<file path="src/rtl/reception.sv">
// UART receiver: 2-flop synchronised line, start-bit centring, SIZE data bits LSB first, stop-bit check.
// data_out holds the last good word; rx_valid / frame_err are single-cycle registered pulses.
module reception #(
  parameter int SIZE         = 8,
  parameter int CLKS_PER_BIT = 16
) (
  input  logic            clk,
  input  logic            rst,
  input  logic            rx,
  output logic [SIZE-1:0] data_out,
  output logic            rx_valid,
  output logic            rx_busy,
  output logic            frame_err
);

  localparam int CW = (CLKS_PER_BIT > 2) ? $clog2(CLKS_PER_BIT) : 1;
  localparam int BW = (SIZE > 1) ? $clog2(SIZE) : 1;

  localparam logic [CW-1:0] HALF     = CW'(CLKS_PER_BIT/2 - 1);
  localparam logic [CW-1:0] FULL     = CW'(CLKS_PER_BIT - 1);
  localparam logic [BW-1:0] LAST_BIT = BW'(SIZE - 1);

  typedef enum logic [1:0] {IDLE, START, DATA, STOP} state_t;

  state_t          state;
  logic [1:0]      sync;
  logic            rx_s;
  logic            armed;
  logic [CW-1:0]   cnt;
  logic [BW-1:0]   bit_idx;
  logic [SIZE-1:0] shift_reg;

  assign rx_s = sync[1];

  always_ff @(posedge clk) begin
    if (rst) begin
      state     <= IDLE;
      sync      <= 2'b11;
      armed     <= 1'b0;
      cnt       <= '0;
      bit_idx   <= '0;
      shift_reg <= '0;
      data_out  <= '0;
      rx_valid  <= 1'b0;
      rx_busy   <= 1'b0;
      frame_err <= 1'b0;
    end else begin
      sync      <= {sync[0], rx};
      rx_valid  <= 1'b0;
      frame_err <= 1'b0;
      case (state)
        IDLE: begin
          cnt <= '0;
          // A falling edge only counts once the line has been seen idle,
          // so a stuck-low line or a low stop bit never restarts a frame.
          if (rx_s) begin
            armed <= 1'b1;
          end else if (armed) begin
            armed   <= 1'b0;
            state   <= START;
            rx_busy <= 1'b1;
          end
        end
        START: begin
          if (cnt == HALF) begin
            cnt     <= '0;
            bit_idx <= '0;
            if (!rx_s) begin
              state <= DATA;
            end else begin
              state   <= IDLE;
              rx_busy <= 1'b0;
            end
          end else begin
            cnt <= cnt + CW'(1);
          end
        end
        DATA: begin
          if (cnt == FULL) begin
            cnt                <= '0;
            shift_reg[bit_idx] <= rx_s;
            if (bit_idx == LAST_BIT) state   <= STOP;
            else                     bit_idx <= bit_idx + BW'(1);
          end else begin
            cnt <= cnt + CW'(1);
          end
        end
        STOP: begin
          // Leave at mid stop bit: half a bit of slack for a back-to-back start.
          if (cnt == FULL) begin
            cnt     <= '0;
            state   <= IDLE;
            rx_busy <= 1'b0;
            if (rx_s) begin
              data_out <= shift_reg;
              rx_valid <= 1'b1;
            end else begin
              frame_err <= 1'b1;
            end
          end else begin
            cnt <= cnt + CW'(1);
          end
        end
        default: begin
          state   <= IDLE;
          rx_busy <= 1'b0;
        end
      endcase
    end
  end

  pulse_excl: assert property (@(posedge clk) disable iff (rst) !(rx_valid && frame_err));

endmodule

</file>
<file path="config.mk">
export PLATFORM = sky130hd
export DESIGN_NAME = reception
export DESIGN_NICKNAME = d
export VERILOG_FILES = /design/src/rtl/reception.sv
export SDC_FILE = /design/constraint.sdc
export NUM_CORES = 1
export LEC_CHECK = 0
export CORE_ASPECT_RATIO = 0.8
export CORE_UTILIZATION = 55
export CTS_BUF_LIST = sky130_fd_sc_hd__clkbuf_16
export DETAILED_ROUTE_END_ITERATION = 12
export HOLD_SLACK_MARGIN = 0.15
export PLACE_DENSITY = 0.77
export SLEW_MARGIN = 20
export SYNTH_ARGS = -nofsm -noshare
export SYNTH_HDL_FRONTEND = slang
export SYNTH_SLANG_ARGS = --single-unit
</file>
<file path="constraint.sdc">
create_clock -name clk -period 2.32 [get_ports clk]
set_input_delay 0.464 -clock clk [delete_from_list [all_inputs] [get_ports clk]]
set_output_delay 0.464 -clock clk [all_outputs]
set_load 0.02 [all_outputs]
</file>
Word-level counts from Yosys, hierarchy flattened
Cells that the tools add are included.
W data, S select, Z words.
{ "totals": {"ff_bits": 31, "input_bits": 3, "out_inout_bits": 11, "elab_cells": 67} }
{ "classes": {"n_addsub": 2, "n_lt_le_gt_ge": 2, "eq_ne": 14, "muxes": 26, "n_bitwise": 2, "n_reduce_logical": 11} }
{ "op_table": {"columns": ["operator", "n"], "rows": [
  ["$ne A2 B2 Y1 const B", 8],
  ["$mux W2", 7],
  ["$pmux W4 S3", 1],
  ["$reduce_and A6 Y1", 2],
  ["$mux W3", 3],
  ["$bwmux W8", 1],
  ["$mux W1", 8],
  ["$mux W4", 2],
  ["$pmux W2 S4", 1],
  ["$pmux W3 S2", 1],
  ["$add A4 B1 Y4 const B", 1],
  ["$eq A2 B2 Y1 const B", 2],
  ["$eq A4 B3 Y1 const B", 1],
  ["$eq A4 B4 Y1 const B", 1],
  ["$lt A3 B4 Y1 const B", 1],
  ["$reduce_and A4 Y1", 1],
  ["$add A3 B1 Y3 const B", 1],
  ["$demux W1 S3", 1],
  ["$eq A3 B3 Y1 const B", 1],
  ["$ge A3 B1 Y1 const B", 1],
  ["$pmux W1 S3", 1],
  ["$reduce_and A3 Y1", 1],
  ["$reduce_bool A3 Y1", 1],
  ["$reduce_or A3 Y1", 1],
  ["other kinds (7)", 8]
]} }

Logic depth before layout (Yosys ltp)
{ "depth": {"depth_word": 5, "depth_mapped": 6, "depth_no_buf": 5} }

Worst setup path before layout
Ideal clock, no wire load.
{ "synth_path": {"kind": "flip-flop to flip-flop", "start": "register bit_idx[1]", "end": "register bit_idx[0]", "setup_ns": 0.072, "arrival_ns": 1.313, "t_required_ns": 2.248, "path_slack_ns": 0.936, "path_stages_with_launch": 6, "path_buffers": 0, "period_less_slack_ns": 1.384, "path_cell_list": "dfxtp_1 > ha_1 > ha_1 > and4bb_2 > o211a_1 > mux2i_1"} }
{ "synth_via": {"elab_chain_len": 3} }
{ "synth_rtl": {"columns": ["item", "line_no", "source"], "rows": [
  ["start, declared", "30", "logic [BW-1:0] bit_idx;"],
  ["start signal, assigned", "83", "else bit_idx <= bit_idx + BW'(1);"],
  ["$eq A3 B3 Y1", "82", "if (bit_idx == LAST_BIT) state <= STOP;"],
  ["$ne A2 B2 Y1 (no line)", null, null],
  ["$reduce_and A4 Y1 (no line)", null, null]
]} }
No other way between the ends.
A chain may end at the register's enable or synchronous reset.

Worst setup path in the final report
{ "layout_path": {"start": "register bit_idx[0]", "end": "register bit_idx[0]"} }
{ "layout_via": {"elab_chain_len": 4, "word_cells_on_any_way": 7, "classes_between": "add/sub: 1; eq/ne: 2; mux: 3; reduce/logical: 1"} }
{ "layout_rtl": {"columns": ["item", "line_no", "source"], "rows": [
  ["$add A3 B1 Y3", "83", null],
  ["$mux W3", "82", null],
  ["$mux W3", "79", "if (cnt == FULL) begin"],
  ["$pmux W3 S2", "51", "case (state)"]
]} }
Several ways; a longest one is shown, not always the timed one. The select of a mux whose other input is x is not followed.

==> results.yml <==
layout:
  nNetsFinal: 170
  num-fill-cells: 197
  antenna_cells: 0
  final_area_um2: 1740
  finish.utilization_pct: 70.2
  syn2layout_area_growth_pct: 18.3
  instances_no_fill: 201
  drive_above_1_share_pct: 11.5
clock_network:
  cts_tree: "done"
  clkTransAtPathRegs_ns: 0.05
  max-clock-path-buffers: 2
  post_cts_buffers: 0
  htreeDepth: 2
  cts_resized: 0
  cts_root_buf: "clkbuf_16"
  numClockSinks: 31
  postCtsHoldBufs: 0
  clock_latency_ns: 0.27
  numCtsBuffers: 5
placement:
  dpl_cell_area_um2: 1580
  pre_cts_ws_ns: 0.428
  place_congestion: 0.856
  place_inst: 193
  io_buffers: 13
  post-dp-hpwl_um: 1820
global_route:
  grt_max_degree: 19
  antenna_found_initial: 0
  grt_pass1_vias: 1045
  grt_usage_pct: 21.3
  grt_overflow: 0
  grt_pass1_wl_um: 4680
worst_setup_path:
  required_ns: 2.48
  crit_type: "reg2reg"
  r2r_cells: 5
  cp.arrival_ns: 1.87
  cp-start-kind: "flip-flop"
  reg2reg_from: "bit_idx[0]"
  r2r-end: "bit_idx[0]"
  regToRegSetupSlack_ns: 0.61
  crit_path_end_kind: "flip-flop"
  cp_max_fo: 9
synth:
  yosysUniqueCellTypes: 37
  synthArstFlopShare_pct: 0
  synth_enable_flop_cells: 0
  synth-seq-area-share_pct: 42.1
  synthCells: 155
  syn_avg_cell_area_um2: 9.51
  synth_ff_type: "dfxtp_1"
  syn_area_um2: 1470
  ys_ff_latch: 31
  ys_warn_count: 0
  syn_nets: 161
worst_hold_path:
  min-delay-start: "sync[0]"
  min_path_cells: 1
  whs_endpoint: "sync[1]"
  hold_path.class: "reg2reg"
timing:
  max_freq_mhz: 584
  final.min_clock_period_ns: 1.71
  fin_worst_skew_ns: 0.00544
  tightest_slew_ns: 0.531
  rsz0062_at_grt: "no"
  timing.final.crit_share_pct: 73.9
  slew_headroom_pct: 64.5
  finalSetupViolations: 0
  drv_slew: 0
  setup_slack_ns: 0.607
  hold_viol: 0
  setup_tns_ns: 0
die:
  core_area_um2: 2480
  die_x_um: 59.9
  ioPinCount: 14
  num_rows: 16
  initial_core_util_pct: 59.4
  dieHeight_um: 48.3
  die_area_um2: 2890
power_and_ir_drop:
  power.leakage_nw: 0.682
  vdd_drop_max_mv: 0.531
  p_per_area_nw_per_um2: 741
status:
  status: "complete, no violations"
drt:
  routed_wl_um: 2700
  first_iter_violations: 72
  dr.pass1.iters: 4
  ant_nets: 0
  vias: 1125
  avgRoutedWirePerCell_um: 13.5
  vias_per_cell: 5.60
  drc: 0
job:
  drv_cap: 0
==> final cells by class <==
cell class	instances	area, um^2	area share [%]
Timing Repair Buffer	14	138	7.90
Multi-Input combinational cell	109	764	43.9
Sequential cell	31	621	35.6
Clock inverter	3	38.8	2.23
Tap cell	36	45.0	2.58
Clock buffer	5	125	7.18
Inverter	3	11.3	0.646
==> cell families (layout without fill, tap and decap cells) <==
logic type,count (synthesis),after routing,share of synthesized area (%)
compound gates,30,30,12.4
xor+xnor,1,1,0.594
fa+ha+maj,3,3,2.55
buf+inv,15,25,6.03
flops,31,31,42.1
mux,13,13,8.83
simple gates,62,62,27.5
==> worst max-delay path by stage <==
stage | start | to | slack [ns] | cells past startpoint
global placement | rst | cnt[3] | 0.48 | 4
global route | bit_idx[0] | bit_idx[1] | 0.52 | 5
detailed placement | rst | cnt[3] | 0.43 | 4
CTS | bit_idx[0] | bit_idx[0] | 0.60 | 5
finish | bit_idx[0] | bit_idx[0] | 0.61 | 5
floorplan | bit_idx[1] | bit_idx[0] | 0.94 | 5
==> critical path, cell delays in order, from the launching register on <==
cell	delay, ns
dfxtp_1	0.54
ha_1	0.21
ha_1	0.19
and4bb_2	0.25
o211a_1	0.26
mux2i_1	0.14
==> synth_stat cells (all sizes together), types with 3 or more instances <==
library cell  count  share of area (%)
nand3            11                3.7
a21oi            12                4.1
nand4             3                1.7
o21ai            10                3.4
dfxtp            31                 42
nor3b             4                2.4
nand3b            3                1.5
inv               3               0.76
nand2b           13                5.5
nor3              4                1.4
mux2i            13                8.8
clkbuf            4                1.0
nand2             8                2.0
ha                3                2.5
a211oi            4                2.7
buf               8                4.2
or2               3                1.3
==> power breakdown <==
part           internal (mW)  switching, mW  total, mW
sequential             0.538        0.00580      0.544
clock                  0.499          0.216      0.715
combinational         0.0150         0.0178     0.0329
==> layer usage <==
| metal | track usage [%] | vias to the layer above | part of all wire (%) |
|---|---|---|---|
| met5 | 0 | - | 0 |
| met4 | 3.49 | 0 | 0.41 |
| met3 | 8.02 | 2 | 4.3 |
| met2 | 31.7 | 25 | 44 |
| met1 | 29.9 | 528 | 51 |
| li1 | - | 570 | - |
==> placed cells by master, fill, tap and decap left out, drive strengths merged, types with 4 or more instances in the layout <==
cell type      count
dfxtp             31
o21ai             10
nand3             11
clkbuf             5
nor3               4
mux2i             13
nor3b              4
nand2              8
a211oi             4
clkdlybuf4s50     13
nand2b            13
a21oi             12
==> metrics by stage <==
stage	total power, mW	hold slack, ns
2_1_floorplan	0.578	0.389
3_3_place_gp	0.586	0.396
3_5_place_dp	0.587	0.400
4_1_cts	1.30	0.411
5_1_grt	1.33	0.415
6_report	1.29	0.409
Note: power is estimated with default switching activity, not from simulation.
==> patch 1: new RTL, same flow settings <==
Register the input `rx` before use, cleared by the reset. The logic sees it one clock later.
--- a/src/rtl/reception.sv
+++ b/src/rtl/reception.sv
@@ -22,6 +22,16 @@
 
   typedef enum logic [1:0] {IDLE, START, DATA, STOP} state_t;
 
+  logic rx_q;
+
+  always_ff @(posedge clk) begin
+    if (rst) begin
+      rx_q <= '0;
+    end else begin
+      rx_q <= rx;
+    end
+  end
+
   state_t          state;
   logic [1:0]      sync;
   logic            rx_s;
@@ -45,7 +55,7 @@
       rx_busy   <= 1'b0;
       frame_err <= 1'b0;
     end else begin
-      sync      <= {sync[0], rx};
+      sync      <= {sync[0], rx_q};
       rx_valid  <= 1'b0;
       frame_err <= 1'b0;
       case (state)
Function: changed (Yosys sat finds a counterexample within 4 cycles, from zero or initial values and one cycle with rst high).
==> patch 1 against the unedited design <==
  * Setup slack got worse by 0.014 ns
  * Synthesized area fell by 1.1%
  * Design area fell by 1.2%
  * Total power fell by 7.6%
  * Sequential cell count rose by 1
  * Clock skew barely moved
  * Routed wire length rose by 9.3%
  * Maximum frequency fell by 0.81%
  * Worst hold slack improved by 0.0032 ns
  * Critical endpoint unchanged
  * Largest cell class unchanged
  * Highest routed layer unchanged
==> patch 1: results (changes against the unedited design) <==
[yosys]
synth_common_cells = dfxtp_1, nand2b_1, a21oi_1, mux2i_1, nand3_1  ; was dfxtp_1, mux2i_1, nand2b_1, a21oi_1, nand3_1
synth_cell_types = 36  ; was 37
synth-xor-area-share_pct = 0.601  ; was 0.594%
synth_area_leaders = dfxtp_1, mux2i_1, nand2b_1  ; unchanged
synthAdderAreaFrac_pct = 2.58  ; was 2.55%
netlist_instances = 159  ; was 155
synth_compound_area_share_pct = 11.2  ; was 12.4%
synthMuxAreaShare_pct = 9.01  ; was 8.83%

[worst_setup_path]
worstPathMaxFanout = 6  ; was 9

[routing]
wl_per_cell_um = 14.5  ; was 13.5 um
first_iter_violations = 28  ; was 72
vias = 1133  ; was 1125
vias_per_cell = 5.55  ; was 5.60

[global_routing]
use_met2_pct = 35.5  ; was 31.7%
grt_first_pass_wirelength_mm = 4.73  ; was 4.68 mm
grt_pass1_vias = 1008  ; was 1045
grt.met1_usage_pct = 30.8  ; was 29.9%
grt_max_degree = 38  ; was 19
grt_use_met3_pct = 8.92  ; was 8.02%

[place]
place.gp.congestion = 0.792  ; was 0.856
hpwl_mm = 2.00  ; was 1.82 mm

[outcome]
status = completed  ; unchanged

[pwr]
peakVddDrop_mv = 0.527  ; was 0.531 mV
power.leakage_nw = 0.645  ; was 0.682 nW

[layout]
layout-drive-gt1-share_pct = 4.76  ; was 11.5%

patch 1: worst min-delay path by stage:
stage | end | cells past startpoint
final | sync[1] | 1
after global routing | sync[1] | 1
after CTS | sync[0] | 1
after detailed placement | sync[1] | 1
after global placement | sync[1] | 1
after floorplan | sync[0] | 1
patch 1: per-layer routing:
layer	up-vias	wire (um)
met5	-	0
met4	0	44
met2	19	1330
met1	526	1480
li1	581	-
met3	7	97
patch 1: layout make-up:
cell class / instances / area [um^2]
Clock buffer: 5 / 125
Clock inverter: 3 / 11.3
Fill cell: 220 / 761
Inverter: 3 / 11.3
Multi-Input combinational cell: 111 / 751
Sequential cell: 32 / 641
Tap cell: 36 / 45.0
Timing Repair Buffer: 14 / 138
patch 1: logic make-up after synthesis:
family                     after synthesis
and+or+nand+nor                         65
DFF                                     32
AOI/OAI and AO/OA                       29
buffers and inverters                   16
muxes                                   13
adders and majority gates                3
xor gates and xnor gates                 1
patch 1: power breakdown:
part | total (mW) | switching [mW] | internal, mW
Clock | 0.594 | 0.210 | 0.384
Sequential | 0.565 | 0.00747 | 0.558
Combinational | 0.0339 | 0.0172 | 0.0167
Total | 1.19 | 0.235 | 0.958
patch 1: worst max-delay path, stage by stage, from the launching register on:
cell and delay, ns:
dfxtp_1 0.36, ha_1 0.22, ha_1 0.19, nand4bb_1 0.21, a21oi_2 0.27, mux2_2 0.36
patch 1: through the flow:
stage | setup slack, ns | instance area, um^2 | utilization (%) | power, mW | hold WS, ns
CTS | 0.581 | 1720 | 69.4 | 1.21 | 0.411
finish | 0.593 | 1720 | 69.4 | 1.19 | 0.413
detailed placement | 0.502 | 1590 | 63.9 | 0.609 | 0.394
floorplan | 0.749 | 1460 | - | 0.599 | 0.383
global placement | 0.577 | 1590 | 63.9 | 0.608 | 0.390
global route | 0.493 | 1720 | 69.4 | 1.24 | 0.430
==> patch 2: new RTL, same settings <==
Without the edit above. The parameter `CLKS_PER_BIT` goes from 16 to 32.
--- a/src/rtl/reception.sv
+++ b/src/rtl/reception.sv
@@ -2,7 +2,7 @@
 // data_out holds the last good word; rx_valid / frame_err are single-cycle registered pulses.
 module reception #(
   parameter int SIZE         = 8,
-  parameter int CLKS_PER_BIT = 16
+  parameter int CLKS_PER_BIT = 32
 ) (
   input  logic            clk,
   input  logic            rst,
Behaviour: same outputs for any inputs over 10 cycles, from zero or initial values and one cycle with rst high; that may be too few to reach the edited logic, so the function may still have changed.
==> patch 2 against the unedited design <==
  * Clock skew barely moved
  * Design area fell by 1.7%
  * Total power rose by 2.2%
  * Die area fell by 4.2%
  * Sequential share of layout area rose by 1.8 points
  * Sequential power rose by 4.2%
  * Combinational power rose by 18%
  * Setup slack got worse by 0.32 ns
  * Routed wire length rose by 4.6%
  * Cell count rose by 1.0%
  * Sequential cell count rose by 1
  * Synthesized area fell by 4.4%
  * Critical path type unchanged
  * Critical endpoint unchanged
  * Largest power group unchanged
==> patch 2: results (changes against the unedited design) <==
[global_routing]
antenna_found_initial = 0  ; unchanged
grt_max_degree = 27  ; was 19
grt_pass1_vias = 966  ; was 1045
grt.total_usage_pct = 23.3  ; was 21.3%
grt_first_pass_wirelength_mm = 4.59  ; was 4.68 mm

[routing]
vias = 1108  ; was 1125
first_iter_violations = 46  ; was 72
wl_per_cell_um = 13.9  ; was 13.5 um
antenna_left = 0  ; unchanged

[layout]
fin_nets = 176  ; was 170
layout-drive-gt1-share_pct = 8.98  ; was 11.5%

[yosys]
synth_cell_types = 40  ; was 37
synth_area_leaders = dfxtp_1, a21oi_1, ha_1  ; was dfxtp_1, mux2i_1, nand2b_1
seq_area_frac_synth_pct = 45.5  ; was 42.1%
synthesis.nets = 164  ; was 161
async_reset_ff_share_pct = 0  ; unchanged
synth_common_cells = dfxtp_1, a21oi_1, nand2_1, nor2_1, ha_1  ; was dfxtp_1, mux2i_1, nand2b_1, a21oi_1, nand3_1

[worst_setup_path]
cp-start-kind = flop  ; unchanged
arrival_ns = 2.22  ; was 1.87 ns
worst_path_max_delay_cell = or4b_1  ; was dfxtp_1
rr_startpoint = cnt[0]  ; was bit_idx[0]
crit_family = simple AND/OR/NAND/NOR gates  ; was flip-flops
worstPathMaxFanout = 8  ; was 9

[pwr]
power.leakage_nw = 0.590  ; was 0.682 nW
peakVddDrop_mv = 0.583  ; was 0.531 mV
switchingPower_mw = 0.245  ; was 0.239 mW

[place]
hpwl_mm = 1.77  ; was 1.82 mm
port_buffers = 13  ; unchanged
place.gp.congestion = 0.808  ; was 0.856

[clocking]
post_cts_buffers = 0  ; unchanged
insertion_delay_ns = 0.27  ; about the same

[sta]
fin_skew_ns = 0.00587  ; was 0.00544 ns
worst_pin_slew_ns = 0.651  ; was 0.531 ns

[outcome]
status = completed  ; unchanged

-- patch 2: cell types whose count changed after synthesis, sizes merged, moves of 4 or more --
cell    before  now
nand2        8   22
o21ai       10    2
nand2b      13    1
ha           3    7
nor2         2    9
nand3       11    6
mux2i       13    0
a21oi       12   22
-- patch 2: layout make-up --
class                      instances  area, um^2
timing repair buffer              15         145
tap                               36        45.0
inverter                           3        11.3
clock inverter                     3        37.5
fill                             198         729
multi-input combinational        109         708
clock buffer                       5         125
sequential                        32         641
-- patch 2: worst register-to-register path, cell delays in order, from the launching register on --
cell,delay (ns)
dfxtp_1,0.34
ha_1,0.19
and3_1,0.23
ha_1,0.36
nand4bb_4,0.16
or4b_1,0.53
a21oi_1,0.16
-- patch 2: kinds of logic after synthesis --
logic type      synth area share, %
buf+inv                        4.26
mux                           0.799
compound gates                 15.8
xor+xnor                       1.24
simple gates                   26.2
flops                          45.5
fa+ha+maj                      6.22
-- patch 2: power groups by stage --
stage               sequential (mW)  clock (mW)  combinational [mW]
floorplan                     0.577           0              0.0237
global placement              0.577           0              0.0386
detailed placement            0.578           0              0.0390
CTS                           0.567       0.722              0.0394
global route                  0.567       0.746              0.0423
finish                        0.567       0.715              0.0389
-- patch 2: stage by stage --
stage / instance area [um^2] / power [mW] / worst slack (ns) / cells
after floorplan: 1410 / 0.601 / 0.535 / 154
after global placement: 1550 / 0.616 / 0.433 / 195
after detailed placement: 1550 / 0.617 / 0.344 / 195
after CTS: 1710 / 1.33 / 0.294 / 203
after global routing: 1710 / 1.36 / 0.145 / 203
final: 1710 / 1.32 / 0.289 / 203
-- patch 2: path summary, 6_finish.rpt --
check	to	slack, ns	cells after the start
worst max-delay path	bit_idx[0]	0.29	6
worst min-delay path	sync[1]	0.41	1
worst max register to register	bit_idx[0]	0.29	6
worst min register to register	sync[1]	0.41	1
-- patch 2: metal layers --
metal  vias to the layer above  GRT usage, %  share of wire [%]
met4                         0          8.57                1.0
met5                         -             0                  0
met1                       515          30.4                 46
met3                         5          7.44                3.8
li1                        567             -                  -
met2                        21          37.0                 49
